$ cat src/rtl/command_uart_tx.sv
// Command UART transmitter: packs mode/drive flags into {mode, seq, dir} and sends it 8N1
// whenever the command changes, when the heartbeat gap expires, and once after reset.
//
// state | meaning
// IDLE  | line high, waiting for a changed command, heartbeat timeout or post-reset send
// START | start bit (tx=0) for one bit time
// DATA  | eight data bits, LSB first, one bit time each
// STOP  | stop bit (tx=1) for one bit time, sent pulses on its last clock
module command_uart_tx #(
  parameter int CLK_FREQ     = 50000000,
  parameter int BAUD         = 115200,
  parameter int HEARTBEAT_MS = 100
) (
  input  logic       clk,
  input  logic       reset,
  input  logic       manual_on,
  input  logic       auto_on,
  input  logic       w,
  input  logic       s,
  input  logic       a,
  input  logic       d,
  input  logic       wa,
  input  logic       wd,
  input  logic       as,
  input  logic       ds,
  input  logic       stop,
  output logic       tx,
  output logic       busy,
  output logic [7:0] cmd_code,
  output logic       sent
);

  localparam int CLKS_PER_BIT = CLK_FREQ / BAUD;
  localparam int HB_CLKS      = HEARTBEAT_MS * (CLK_FREQ / 1000);
  localparam int BIT_W        = (CLKS_PER_BIT > 1) ? $clog2(CLKS_PER_BIT) : 1;
  localparam int HB_W         = (HB_CLKS > 1) ? $clog2(HB_CLKS) : 1;
  localparam logic [BIT_W-1:0] BIT_LOAD = BIT_W'(CLKS_PER_BIT - 1);
  localparam logic [HB_W-1:0]  HB_LAST  = HB_W'(HB_CLKS - 1);

  typedef enum logic [1:0] {IDLE, START, DATA, STOP} state_t;

  state_t           state, state_nx;
  logic [7:0]       dir_flags;
  logic [1:0]       mode_in;
  logic [3:0]       dir_in;
  logic [5:0]       next_cmd;
  logic [5:0]       last_cmd;
  logic             next_valid;
  logic             send_flag;
  logic [1:0]       seq;
  logic [HB_W-1:0]  hb_cnt;
  logic [BIT_W-1:0] bit_timer;
  logic [2:0]       bit_idx;
  logic [7:0]       shreg;
  logic             bit_done;
  logic             start_req;
  logic             frame_start;

  assign dir_flags = {ds, as, wd, wa, d, a, s, w};

  always_comb begin
    mode_in = 2'b00;
    if (manual_on && !auto_on)
      mode_in = 2'b01;
    else if (auto_on && !manual_on)
      mode_in = 2'b10;
    dir_in = 4'd0;
    if (!stop && (mode_in != 2'b00) && $onehot(dir_flags)) begin
      for (int i = 0; i < 8; i++)
        if (dir_flags[i]) dir_in = 4'(i + 1);
    end
  end

  // next_valid holds off the first compare until the inputs have been sampled once after reset
  assign bit_done    = (bit_timer == '0);
  assign start_req   = next_valid && ((next_cmd != last_cmd) || (hb_cnt == HB_LAST) || send_flag);
  assign frame_start = (state == IDLE) && start_req;

  always_ff @(posedge clk) begin
    if (reset) state <= IDLE;
    else       state <= state_nx;
  end

  always_comb begin
    state_nx = state;
    case (state)
      IDLE:    if (start_req) state_nx = START;
      START:   if (bit_done) state_nx = DATA;
      DATA:    if (bit_done && (bit_idx == 3'd7)) state_nx = STOP;
      STOP:    if (bit_done) state_nx = IDLE;
      default: state_nx = IDLE;
    endcase
  end

  always_comb begin
    tx   = 1'b1;
    sent = 1'b0;
    case (state)
      START:   tx = 1'b0;
      DATA:    tx = shreg[0];
      STOP:    sent = bit_done;
      default: ;
    endcase
  end

  always_ff @(posedge clk) begin
    if (reset) begin
      next_cmd   <= '0;
      next_valid <= 1'b0;
      last_cmd   <= '0;
      send_flag  <= 1'b1;
      seq        <= 2'd0;
      hb_cnt     <= '0;
      bit_timer  <= '0;
      bit_idx    <= 3'd0;
      shreg      <= 8'h00;
      cmd_code   <= 8'h00;
      busy       <= 1'b0;
    end else begin
      next_cmd   <= {mode_in, dir_in};
      next_valid <= 1'b1;
      busy       <= (state_nx != IDLE);

      if (frame_start)
        hb_cnt <= '0;
      else if (hb_cnt != HB_LAST)
        hb_cnt <= hb_cnt + HB_W'(1);

      if (frame_start) begin
        shreg     <= {next_cmd[5:4], seq, next_cmd[3:0]};
        cmd_code  <= {next_cmd[5:4], seq, next_cmd[3:0]};
        last_cmd  <= next_cmd;
        send_flag <= 1'b0;
      end

      if (state_nx != state)
        bit_timer <= BIT_LOAD;
      else if (state != IDLE)
        bit_timer <= bit_done ? BIT_LOAD : bit_timer - BIT_W'(1);

      // bit_idx wraps back to 0 on the last data bit, ready for the next frame
      if ((state == DATA) && bit_done) begin
        shreg   <= shreg >> 1;
        bit_idx <= bit_idx + 3'd1;
      end

      if (sent)
        seq <= seq + 2'd1;
    end
  end

endmodule

$ cat config.mk
export PLATFORM = sky130hd
export DESIGN_NAME = command_uart_tx
export DESIGN_NICKNAME = d
export VERILOG_FILES = /design/src/rtl/command_uart_tx.sv
export SDC_FILE = /design/constraint.sdc
export NUM_CORES = 1
export LEC_CHECK = 0
export ABC_AREA = 0
export CAP_MARGIN = 10
export CORE_UTILIZATION = 50
export CTS_CLUSTER_DIAMETER = 150
export CTS_CLUSTER_SIZE = 40
export DETAILED_ROUTE_END_ITERATION = 8
export PLACE_DENSITY = 0.73
export SYNTH_ARGS = -nofsm -noshare
export SYNTH_HDL_FRONTEND = slang
export SYNTH_SLANG_ARGS = --single-unit
$ cat constraint.sdc
create_clock -name clk -period 3.34 [get_ports clk]
set_input_delay 0.501 -clock clk [delete_from_list [all_inputs] [get_ports clk]]
set_output_delay 0.501 -clock clk [all_outputs]
set_load 0.05 [all_outputs]
==> flow_metrics.tcl <==
set metrics [dict create \
    n_antenna_cell 0 \
    die_h_um 79.22 \
    critPathLaunchType "primary input" \
    powerDensity_nw_per_um2 560.6 \
    rrSetupSlack_ps 880 \
    async_flop_share_pct 0 \
    fin_nets 394 \
    cp.arrival_ps 3500 \
    drt_wl_total_mm 5.510 \
    crit_path_max_incr_delay_ps 560 \
    drc 0 \
    synth_top_area_share_pct 42.97 \
    cts_made_buffers 9 \
    grt_pass1_wl_mm 9.584 \
    clkTransAtPathRegs_ps 70 \
    cp_num_buf_inv 4 \
    relSlewSlack_pct 46.87 \
    synth_ff_type "dfxtp_1" \
    r2r_end "hb_cnt[1]" \
    setup_viol 0 \
    crit_type "in -> reg" \
    wl_met1_mm 2.567 \
    grt.total_usage_pct 19.48 \
    drive_gt1_share_pct 12.37 \
    fin_tns_setup_ps 0 \
    critPathLaunch "a" \
    worst_path_most_repeated_cell "fa_1" \
    final_antenna_net_count 0 \
    cp.depth 12 \
    die-area_sq_um 6276 \
    crit_chain "buf_2, inv_2, fa_1, fa_1, fa_1, inv_1, ha_2, inv_2, fa_2, nor4b_4, nand3b_1, a311oi_2" \
    final_cell_mix "64 x dfxtp_1, 44 x nand2_1, 39 x nor2_1" \
    max_freq_ghz 0.3073 \
    grt_max_degree 32 \
    dr_wl_met3_um 252 \
    hpwl_mm 3.787 \
    via_per_inst 5.351 \
    drt_iter0_markers 41 \
    crit_fanout 4 \
    finalWorstSetupSlack_ps 85.79 \
    hold_viol 0 \
    drv_cap 0 \
    postSynthAreaPerCell_sq_um 8.795 \
    worst_ep_required_time_ps 3590 \
    antenna_found_initial 0 \
    h-tree-depth 3 \
    fp.coreArea_sq_um 5642 \
    reg2regPathDepth 6 \
    synth_cells 339 \
    synth.net_count 366 \
    post_drt_wl_per_cell_um 12.41 \
    topRoutingLayerUsed "met4" \
    period_minus_slack_ps 3254 \
    clock_path_buffers 2 \
    vias 2376 \
    ys_seq_elements 64 \
    fin_util_pct 62.28 \
    syn2layout_area_growth_pct 17.83 \
    std_cell_rows 27 \
    drv_slew 0 \
    cts.sinks 64 \
    start_util_pct 52.85 \
    ys_seq_area_share_pct 42.97 \
    layout_worst_path_cycle_share_pct 97.43 \
    irDropWorstVdd_mv 0.3353 \
    synthTopCellsByArea "dfxtp_1 43%, xor2_1 6.5%, nand2_1 5.5%" \
    io_buffers 23 \
    grt-ovfl-total 0 \
    cp-end-kind "register" \
    yosysTopAreaCell "dfxtp_1" \
    grt_pass1_vias 2237 \
    slowest_stage "fa_1" \
    fp.dieW_um 79.22 \
    cts-root-buf "clkbuf_8" \
    min_path_type "reg -> reg" \
    dp_slack_ps -620.0 \
    synth_enable_flop_cells 0 \
    mostFrequentLayoutCell "dfxtp_1" \
    power.leakage_nw 1.369 \
    total_power_mw 1.970 \
    cp_top_family "adder cells" \
    ys_types 46 \
    endpoint "next_cmd[1]" \
    r2r_start "next_cmd[5]" \
    syn_area_sq_um 2982 \
    clk_latency_ps 350 \
    cts_tree "done" \
    drt_pass1_iterations 4 \
    io_pins 24 \
    skew_ps 10.09 \
    cts_hold_buffers 0 \
    ys_warn_count 0 \
    status "complete, no violations" \
    routabilityCongestion 0.8193 \
    dr_wl_met2_mm 2.616 \
    worst_slew_pin_slew_ps 794.0 \
]
through the flow:
stage | instances | hold WS, ps | area [sq um]
after global placement | 426 | 434.2 | 3278
after CTS | 444 | 448.1 | 3513
after detailed placement | 426 | 437.0 | 3278
final | 444 | 445.6 | 3513
after global routing | 444 | 485.6 | 3513
after floorplan | 339 | 422.6 | 2999
logic make-up after synthesis:
family,Yosys count,synth area share (%)
DFF,64,42.97
xor gates and xnor gates,37,10.87
muxes,2,0.6714
adders and majority gates,14,6.882
and+or+nand+nor,149,25.68
AOI/OAI and AO/OA,40,7.764
buffers and inverters,33,5.161
synth_stat cells, types with 6 or more instances:
library cell,number
and3_1,9
xnor2_1,15
dfxtp_1,64
clkbuf_1,6
a31oi_1,7
nand2_1,44
a21oi_1,23
nand4_1,6
ha_1,10
xor2_1,22
nand3_1,17
nor3_1,7
inv_1,20
nor2_1,39
layer usage:
layer  GRT usage [%]  up-vias
met4           7.273        0
met5               0        -
met3           6.207        8
met2           32.84       48
met1           22.99     1124
li1                -     1196
worst min path at each step:
stage | depth (start not counted) | slack (ps) | end | from
floorplan | 2 | 420 | send_flag | send_flag
global placement | 2 | 430 | send_flag | send_flag
detailed placement | 2 | 440 | send_flag | send_flag
CTS | 2 | 450 | send_flag | send_flag
global route | 2 | 490 | cmd_code[4] | cmd_code[4]
finish | 2 | 450 | send_flag | send_flag
flip-flops by register name, indices dropped and copies added, names as in the netlist:
signal and flops:
shreg 8, busy 1, hb_cnt 23, send_flag 1, seq 2, next_valid 1
cmd_code 8, bit_timer 9, state 2, bit_idx 3, next_cmd 6
tightest hold or removal path, cell delays in order, from the launching register on:
cell,delay [ps]
dfxtp_1,310
nand2_1,50
nand2_1,40
report_power, final:
| part | switching, mW | internal (mW) |
|---|---|---|
| sequential | 0.0371 | 0.808 |
| clock | 0.317 | 0.421 |
| combinational | 0.216 | 0.171 |
| total | 0.570 | 1.40 |
area by class of cell:
class	instances	area, sq um
sequential	64	1281
multi-input combinational	242	1579
clock inverter	7	96.34
inverter	20	75.07
tap	72	90.09
timing repair buffer	30	267.8
clock buffer	9	123.9
fill	492	2128
what timing repair did:
| action | 4_1_cts | 5_1_grt |
|---|---|---|
| gates resized for setup | 15 | 2 |
| pin swaps | 6 | 6 |
| setup buffers | 2 | 0 |
| setup endpoints to repair | 4 | 4 |
Note: power is estimated with default switching activity, not from simulation.
